$ cat src/rtl/jtag_bus_pkg.sv
// Shared types and widths for the JTAG chain1 bus master stage.
package jtag_bus_pkg;

    localparam int ADDR_W  = 32;
    localparam int BE_W    = 4;
    localparam int BURST_W = 8;
    localparam int TMO_W   = 10;

    typedef enum logic [2:0] {
        S_IDLE,
        S_REQUEST,
        S_BEGIN,
        S_READ,
        S_WRITE,
        S_ENDW,
        S_DONE,
        S_ERROR
    } state_t;

endpackage

$ cat src/rtl/jtag_bus_timeout.sv
// Slave-response watchdog: loadable down-counter that flags the last permitted stall cycle.
module jtag_bus_timeout
    import jtag_bus_pkg::*;
#(
    parameter int TIMEOUT_CYCLES = 1023
) (
    input  logic clock,
    input  logic reset,
    input  logic load,
    input  logic enable,
    output logic expired
);

    localparam logic [TMO_W-1:0] LOAD_VAL = TMO_W'(TIMEOUT_CYCLES);

    logic [TMO_W-1:0] count_q;

    always_ff @(posedge clock) begin
        if (reset || load) begin
            count_q <= LOAD_VAL;
        end else if (enable && (count_q != '0)) begin
            count_q <= count_q - TMO_W'(1);
        end
    end

    // Fires on the stall cycle that would bring the count to zero.
    assign expired = enable && (count_q <= TMO_W'(1));

endmodule

$ cat src/rtl/jtag_bus_master.sv
// Executes the command captured by JTAG chain1 as one Gecko5 bus burst through the ping-pong buffer.
//   state   | meaning
//   IDLE    | waiting for cmd_start
//   REQUEST | requesting the bus from the arbiter
//   BEGIN   | begin strobe with address/byte enables/burst size
//   READ    | storing slave read beats into the buffer
//   WRITE   | sending buffer words as write beats
//   ENDW    | master end-of-burst strobe (write end or timeout)
//   DONE    | one-cycle done pulse
//   ERROR   | bus error or timeout, sets sticky error
module jtag_bus_master
    import jtag_bus_pkg::*;
#(
    parameter int BUF_AW         = 8,
    parameter int TIMEOUT_CYCLES = 1023
) (
    input  logic               clock,
    input  logic               reset,
    input  logic               cmd_start,
    input  logic               cmd_read,
    input  logic [ADDR_W-1:0]  cmd_address,
    input  logic [BE_W-1:0]    cmd_byte_enables,
    input  logic [BURST_W-1:0] cmd_burst_size,
    output logic               buf_wr_en,
    output logic [BUF_AW-1:0]  buf_wr_addr,
    output logic [ADDR_W-1:0]  buf_wr_data,
    output logic [BUF_AW-1:0]  buf_rd_addr,
    input  logic [ADDR_W-1:0]  buf_rd_data,
    output logic               requestTransaction,
    input  logic               transactionGranted,
    output logic               beginTransactionOut,
    output logic [ADDR_W-1:0]  addressDataOut,
    output logic [BE_W-1:0]    byteEnablesOut,
    output logic [BURST_W-1:0] burstSizeOut,
    output logic               readNotWriteOut,
    output logic               dataValidOut,
    output logic               endTransactionOut,
    input  logic [ADDR_W-1:0]  addressDataIn,
    input  logic               dataValidIn,
    input  logic               endTransactionIn,
    input  logic               busyIn,
    input  logic               busErrorIn,
    output logic               busy,
    output logic               done,
    output logic               error
);

    state_t             state_q, state_nxt;
    logic               cmd_rd_q;
    logic [ADDR_W-1:0]  cmd_addr_q;
    logic [BE_W-1:0]    cmd_be_q;
    logic [BURST_W-1:0] cmd_burst_q;
    logic [BURST_W-1:0] beat_q;
    logic [BURST_W-1:0] beat_inc;
    logic               full_q;
    logic               timed_out_q;
    logic               error_q;
    logic               beat_adv;
    logic               tmo_load, tmo_en, tmo_expired;

    assign beat_inc = beat_q + BURST_W'(1);

    jtag_bus_timeout #(
        .TIMEOUT_CYCLES(TIMEOUT_CYCLES)
    ) u_timeout (
        .clock  (clock),
        .reset  (reset),
        .load   (tmo_load),
        .enable (tmo_en),
        .expired(tmo_expired)
    );

    always_comb begin
        tmo_load = 1'b1;
        tmo_en   = 1'b0;
        if (state_q == S_READ) begin
            tmo_en   = !dataValidIn && !endTransactionIn;
            tmo_load = !tmo_en;
        end else if (state_q == S_WRITE) begin
            tmo_en   = busyIn;
            tmo_load = !busyIn;
        end
    end

    always_ff @(posedge clock) begin
        if (reset) begin
            state_q     <= S_IDLE;
            cmd_rd_q    <= 1'b0;
            cmd_addr_q  <= '0;
            cmd_be_q    <= '0;
            cmd_burst_q <= '0;
            beat_q      <= '0;
            full_q      <= 1'b0;
            timed_out_q <= 1'b0;
            error_q     <= 1'b0;
        end else begin
            state_q <= state_nxt;
            if (state_q == S_IDLE && cmd_start) begin
                cmd_rd_q    <= cmd_read;
                cmd_addr_q  <= cmd_address & ~ADDR_W'(3);
                cmd_be_q    <= cmd_byte_enables;
                cmd_burst_q <= cmd_burst_size;
                error_q     <= 1'b0;
            end
            if (state_q == S_BEGIN) begin
                beat_q      <= '0;
                full_q      <= 1'b0;
                timed_out_q <= 1'b0;
            end
            if (beat_adv) begin
                beat_q <= beat_inc;
                // Marks the burst complete so surplus read beats are dropped without wrapping.
                if (beat_q == cmd_burst_q) full_q <= 1'b1;
            end
            if ((state_q == S_READ || state_q == S_WRITE) && state_nxt == S_ENDW && tmo_expired) begin
                timed_out_q <= 1'b1;
            end
            if (state_q == S_ERROR) error_q <= 1'b1;
        end
    end

    always_comb begin
        state_nxt           = state_q;
        beat_adv            = 1'b0;
        buf_wr_en           = 1'b0;
        buf_wr_addr         = '0;
        buf_wr_data         = '0;
        buf_rd_addr         = '0;
        requestTransaction  = 1'b0;
        beginTransactionOut = 1'b0;
        addressDataOut      = '0;
        byteEnablesOut      = '0;
        burstSizeOut        = '0;
        readNotWriteOut     = 1'b0;
        dataValidOut        = 1'b0;
        endTransactionOut   = 1'b0;
        unique case (state_q)
            S_IDLE: begin
                if (cmd_start) state_nxt = S_REQUEST;
            end
            S_REQUEST: begin
                requestTransaction = 1'b1;
                if (transactionGranted) state_nxt = S_BEGIN;
            end
            S_BEGIN: begin
                beginTransactionOut = 1'b1;
                addressDataOut      = cmd_addr_q;
                byteEnablesOut      = cmd_be_q;
                burstSizeOut        = cmd_burst_q;
                readNotWriteOut     = cmd_rd_q;
                if (busErrorIn)    state_nxt = S_ERROR;
                else if (cmd_rd_q) state_nxt = S_READ;
                else               state_nxt = S_WRITE;
            end
            S_READ: begin
                if (busErrorIn) begin
                    state_nxt = S_ERROR;
                end else begin
                    buf_wr_en = dataValidIn && !full_q;
                    beat_adv  = buf_wr_en;
                    if (buf_wr_en) begin
                        buf_wr_addr = BUF_AW'(beat_q);
                        buf_wr_data = addressDataIn;
                    end
                    if (endTransactionIn) state_nxt = S_DONE;
                    else if (tmo_expired) state_nxt = S_ENDW;
                end
            end
            S_WRITE: begin
                dataValidOut   = 1'b1;
                addressDataOut = buf_rd_data;
                // Next word is prefetched unless the slave stalls, which re-reads the current one.
                buf_rd_addr    = busyIn ? BUF_AW'(beat_q) : BUF_AW'(beat_inc);
                if (busErrorIn) begin
                    state_nxt = S_ERROR;
                end else if (!busyIn) begin
                    beat_adv = 1'b1;
                    if (beat_q == cmd_burst_q) state_nxt = S_ENDW;
                end else if (tmo_expired) begin
                    state_nxt = S_ENDW;
                end
            end
            S_ENDW: begin
                endTransactionOut = 1'b1;
                state_nxt = timed_out_q ? S_ERROR : S_DONE;
            end
            S_DONE:  state_nxt = S_IDLE;
            S_ERROR: state_nxt = S_IDLE;
            default: state_nxt = S_IDLE;
        endcase
    end

    assign busy  = (state_q != S_IDLE);
    assign done  = (state_q == S_DONE);
    assign error = error_q;

endmodule

$ cat config.mk
export PLATFORM = sky130hd
export DESIGN_NAME = jtag_bus_master
export DESIGN_NICKNAME = d
export VERILOG_FILES = /design/src/rtl/jtag_bus_pkg.sv /design/src/rtl/jtag_bus_timeout.sv /design/src/rtl/jtag_bus_master.sv
export SDC_FILE = /design/constraint.sdc
export NUM_CORES = 1
export LEC_CHECK = 0
export BUFFER_PORTS_ARGS = -buffer_cell sky130_fd_sc_hd__buf_2
export CAP_MARGIN = 20
export CORE_ASPECT_RATIO = 2
export CORE_MARGIN = 1
export CORE_UTILIZATION = 47
export DETAILED_ROUTE_END_ITERATION = 16
export PLACE_DENSITY = 0.84
export SLEW_MARGIN = 30
export SYNTH_ARGS = -nofsm -noshare
export SYNTH_HDL_FRONTEND = slang
export SYNTH_SLANG_ARGS = --single-unit
export TNS_END_PERCENT = 10
$ cat constraint.sdc
create_clock -name clock -period 2.7 [get_ports clock]
set_clock_uncertainty 0.05 [all_clocks]
set_input_delay 0.135 -clock clock [delete_from_list [all_inputs] [get_ports clock]]
set_output_delay 0.135 -clock clock [all_outputs]
set_load 0.01 [all_outputs]
**Word level (Yosys, flattened, before mapping)**

Cells that the tools add are included.

- Logic and storage cells: 89
- Bits of input ports: 117
- Register bits: 67

- Mux-type cells: 46
- $add $sub $neg: 2
- Reductions and logical operators: 21
- Eq/ne operators: 9
- Magnitude comparators: 1

Operators by type and width:

| operator | count |
|---|---|
| 32-bit two-way mux | 3 |
| 8-bit two-way mux | 8 |
| 32-bit case mux with 2 select lines | 1 |
| 3-bit two-way mux | 10 |
| 1-bit two-way mux | 21 |
| 3-bit case mux with 7 select lines | 1 |
| 3-bit equality test (second input constant) | 5 |
| 10-bit by 1-bit <= comparator with 1-bit output (second input constant) | 1 |
| 10-bit nonzero test | 1 |
| 10-bit by 1-bit subtractor with 10-bit output (second input constant) | 1 |
| 8-bit by 1-bit adder with 8-bit output (second input constant) | 1 |
| 8-bit equality test | 1 |
| 1-bit logical AND | 7 |
| 3-bit by 2-bit equality test with 1-bit output (second input constant) | 2 |
| 2-bit nonzero test | 3 |
| 1-bit zero test | 5 |
| 4-bit two-way mux | 1 |
| 3-bit by 1-bit equality test with 1-bit output (second input constant) | 1 |
| 3-bit zero test | 1 |
| 3-bit nonzero test | 1 |
| 1-bit logical OR | 2 |
| 1-bit case mux with 2 select lines | 1 |
| 2-bit OR reduction | 1 |

**Depth between registers and ports, before layout**

- Depth in word-level cells: 12
- Mapped depth: 9

**Hierarchy**

A second synthesis with hierarchy kept.

- Cell total of the unflattened synthesis: 501
- Area total of the unflattened synthesis: 3776.1 um^2

Modules (own cells, without submodules):

| module | cells an instance | instances | area an instance (um^2) | sequential area each (um^2) |
|---|---|---|---|---|
| jtag_bus_master | 439 | 1 | 3198.1 | 1141.1 |
| jtag_bus_timeout | 62 | 1 | 578.1 | 200.2 |

**Worst setup path after synthesis**

No wires, ideal clock.

- Path type: flip-flop to flip-flop
- From: register state_q[0]
- To: register beat_q[7]
- Slack: 978 ps
- Buffers on the path: 4
- Setup time: 88 ps
- Data arrival time: 1583 ps
- Period minus slack after synthesis: 1722 ps
- Stages on the path, launching flop included: 10
- Path through: dfxtp_1 buf_6 or3_4 buf_8 clkinv_8 buf_8 a22o_4 buf_6 a21oi_2 a311oi_2

- Longest elaborated chain between the ends: 3
- Elaborated cells between the ends (all ways): 6
- Those cells by class: 3 x eq/ne; 2 x mux; 1 x reduce/logical

Ends and longest elaborated chain:

| element | RTL line | source |
|---|---|---|
| start, declared | jtag_bus_master.sv:48 | `state_t state_q, state_nxt;` |
| start signal, assigned | jtag_bus_master.sv:97 | `state_q <= state_nxt;` |
| 3-bit equality test / 3-bit by 2-bit equality test with 1-bit output (equally long branches) | jtag_bus_master.sv:137 | `unique case (state_q)` |
| 1-bit case mux with 2 select lines | jtag_bus_master.sv:137 |  |
| 8-bit two-way mux / 2-bit nonzero test (equally long branches) | - |  |
| end signal, assigned | jtag_bus_master.sv:111 | `beat_q <= beat_inc;` |
| end, declared | jtag_bus_master.sv:53 | `logic [BURST_W-1:0] beat_q;` |

Several ways; a longest one is shown, not always the timed one.
A chain may end at the register's enable or synchronous reset.

**Final worst setup path**

- From: register state_q[1]
- To: output port buf_wr_data[3]

- Longest elaborated chain between the ends: 2

Ends and longest elaborated chain:

| element | RTL line | source |
|---|---|---|
| 3-bit by 2-bit equality test with 1-bit output | jtag_bus_master.sv:137 |  |
| 32-bit two-way mux | jtag_bus_master.sv:137 |  |
| end, declared | jtag_bus_master.sv:26 | `output logic [ADDR_W-1:0] buf_wr_data,` |

No other way between the ends.

==> summary.txt <==
Routing
  – Starting DRT DRC Count: 258
  – Vias per cell: 5.48
  – Routed wire per std cell: ~14 µm
  – Antenna Violating Nets Remaining: 0
  – Routed vias: 4458
  – Final WL: ~11000 µm
  – DRC viols: 0
  – DRT Pass-1 Iters: 4

Timing
  – RSZ-0062 raised after global routing: false
  – Maximum clock rate: 439 MHz
  – # setup viols final: 0
  – WHS: roughly 0.0047 ns
  – Setup TNS: 0 ns
  – Max-slew headroom: ~52%
  – Fin crit period: roughly 2.3 ns
  – Final worst path period share: between 80% and 90%
  – Final Max Tran Viols: 0
  – Final hold violation count: 0
  – Tightest Pin Transition: 0.717 ns

GRT
  – Met3 GRT Util: 4.25%
  – GR Util All Layers: approximately a quarter
  – Vias in the first global route: about 4000
  – Initial antenna violation count: 0
  – First-pass GRT wire length: 17100 µm
  – Busiest metal layer after global routing: met2
  – Largest net degree at the start of global routing: 46
  – Routing usage on met2: 48.6%
  – GR Util met1: roughly a quarter
  – Grt ovf: 0

Synth
  – Post-synthesis instance area: roughly 4000 µm²
  – Seq cells post-synth: 67
  – Cells after Synth: about 510
  – Post-synth cell types: 59
  – YS warnings: 0
  – Post-synth ARST share: 0%
  – Mean cell area of the mapped netlist: between 7 and 8 µm²
  – Syn nets: 628
  – EDFF count, synth: 0
  – Main flop type after synthesis: dfxtp_1
  – Sequential fraction of the synthesis area: between 30% and 40%

Flow run
  – Max_cap viols: 0

Clock network
  – Clk pin slew, worst setup/hold paths: 0.05 ns
  – Deepest clock path buffer count: 2
  – H-Tree Depth: 3
  – Clock root buffer master: clkbuf_16
  – CTS Sinks: 67
  – Clock Latency Late Sink: 0.32 ns
  – CTS buffer count: 9
  – CTS tree: built

Critical path
  – Critical-path cell list: and3b_1, buf_4, and3_1, buf_2
  – Setup CP Type: reg2out
  – CP max stage cell: dfxtp_1
  – Critical Path RT: about 2.5 ns
  – Critical Path Fanout Max: 39
  – Crit-path max cell delay: between 0.5 and 0.6 ns
  – Crit path capture type: output pin
  – CP Launch Type: flip-flop
  – Crit path DAT: about 2.1 ns

Layout
  – Final Core Density: between 60% and 70%
  – Commonest non-fill, non-tap cell in the layout: buf_2
  – Diodes inserted: 0
  – Area Growth Syn to Fin: 38.3%
  – Nets: 833
  – Most frequent cells in the layout: buf_2, nand2_1, dfxtp_1, a21oi_1, and3_1
  – Ratio of cells with drive above 1 in the final layout: about 36%

Power
  – LEAKAGE: between 2 and 3 nW
  – PwrDens: 499 nW/µm²
  – Post-route total power: 2.69 mW
  – Max rail drop VDD: 0.350 mV

Hold path
  – Min-delay worst type: in2reg

Die
  – Die height: 131 µm
  – IO Count: 218
  – Chip width: 66.4 µm
  – Cell Rows: 46
  – Core area: 8000 µm²
  – Starting Density: 48.7%
  – Die ar.: 8670 µm²

Placed design
  – RD Place Congestion: 0.941
  – DP HPWL: 8290 µm
  – IO buf count: between 200 and 250

Status
  – Status: completed
-- cell usage after synthesis, drive strengths merged (2+ instances only) --
cell type | number | area share (%)
clkbuf | 34 | 3.3
and2 | 20 | 3.2
a21oi | 55 | 7.4
a22o | 31 | 7.2
nor2 | 19 | 1.9
or3 | 7 | 1.3
a311oi | 5 | 1.4
o211ai | 4 | 0.77
a221oi | 2 | 0.45
a211oi | 3 | 0.71
nand3 | 14 | 1.8
o21bai | 2 | 0.39
or4 | 3 | 0.58
nor2b | 4 | 0.64
o21a | 2 | 0.39
nor3 | 9 | 1.2
or2 | 4 | 0.64
inv | 10 | 0.96
xor2 | 9 | 2.0
xnor2 | 6 | 1.4
nand2 | 101 | 9.7
ha | 3 | 0.96
buf | 14 | 2.7
o21ai | 10 | 1.3
a31oi | 2 | 0.32
o31ai | 2 | 0.39
nand2b | 2 | 0.32
nor4 | 5 | 0.96
mux2i | 2 | 0.51
a22oi | 2 | 0.87
and3 | 41 | 6.6
nor3b | 3 | 0.71
dfxtp | 67 | 34
-- sequential cells by signal, summed over array words and instances, names as in the netlist --
name,cells
error,1
cmd_be_q,4
beat_q,8
cmd_addr_q,30
state_q,3
timed_out_q,1
cmd_burst_q,8
u_timeout.count_q,10
cmd_rd_q,1
full_q,1
-- metrics by stage --
stage | instance area, µm² | std cells | setup WS [ns]
global route | 5390 | 814 | 0.252
CTS | 5390 | 814 | 0.428
finish | 5390 | 814 | 0.423
floorplan | 3890 | 508 | 0.978
global placement | 4920 | 779 | 0.601
detailed placement | 4920 | 779 | 0.509
-- path summary, 6_finish.rpt --
check	from	to	slack, ns	cells after the start
max	state_q[1]$_SDFF_PP0_	buf_wr_data[3]	0.42	4
min	cmd_address[10]	cmd_addr_q[10]$_SDFFE_PP0P_	0.005	3
max reg2reg	state_q[1]$_SDFF_PP0_	beat_q[4]$_SDFFE_PP0P_	0.49	5
min reg2reg	cmd_be_q[2]$_SDFFE_PP0P_	cmd_be_q[2]$_SDFFE_PP0P_	0.40	2
-- final cells by class --
type                       count  area, µm²
clock inverter                 4       26.3
fill                         676       2620
inverter                      11       53.8
clock buffer                  12        246
sequential                    67       1340
tap                           96        120
timing repair buffer         242       1330
multi-input combinational    382       2270
-- metal layers --
metal  vias up  share of wire, %
li1       2187                 -
met1      2033                36
met2       207                55
met3        31               6.5
met4         0               2.7
met5         -                 0
-- report_power, final --
| group | switching, mW | leakage (nW) | total (mW) | internal [mW] |
|---|---|---|---|---|
| logic | 0.305 | 2.08 | 0.528 | 0.223 |
| clock network | 0.407 | 0.133 | 1.05 | 0.644 |
| registers | 0.0499 | 0.547 | 1.11 | 1.06 |
-- critical path: cells and delay by family (launching register included) --
kind	cells	cell delay [ns]
simple gates	2	0.71
flops	1	0.57
buf+inv	2	0.49
-- what timing repair did --
| item | in CTS | in global routing |
|---|---|---|
| resized for setup | 0 | 0 |
| endpoints found under the hold margin | 19 | 0 |
| hold buffers | 19 | 0 |
| setup buffers | 0 | 0 |
-- cell families (layout without fill, tap and decap cells) --
group           after synthesis  count (layout)  share of synthesized area [%]
compound gates              127             127                           23.2
xor+xnor                     15              15                           3.38
fa+ha+maj                     3               3                          0.964
buf+inv                      59             269                           7.36
flops                        67              67                           34.5
mux                           2               2                          0.514
simple gates                235             235                           30.2
(Power assumes the default switching activity.)
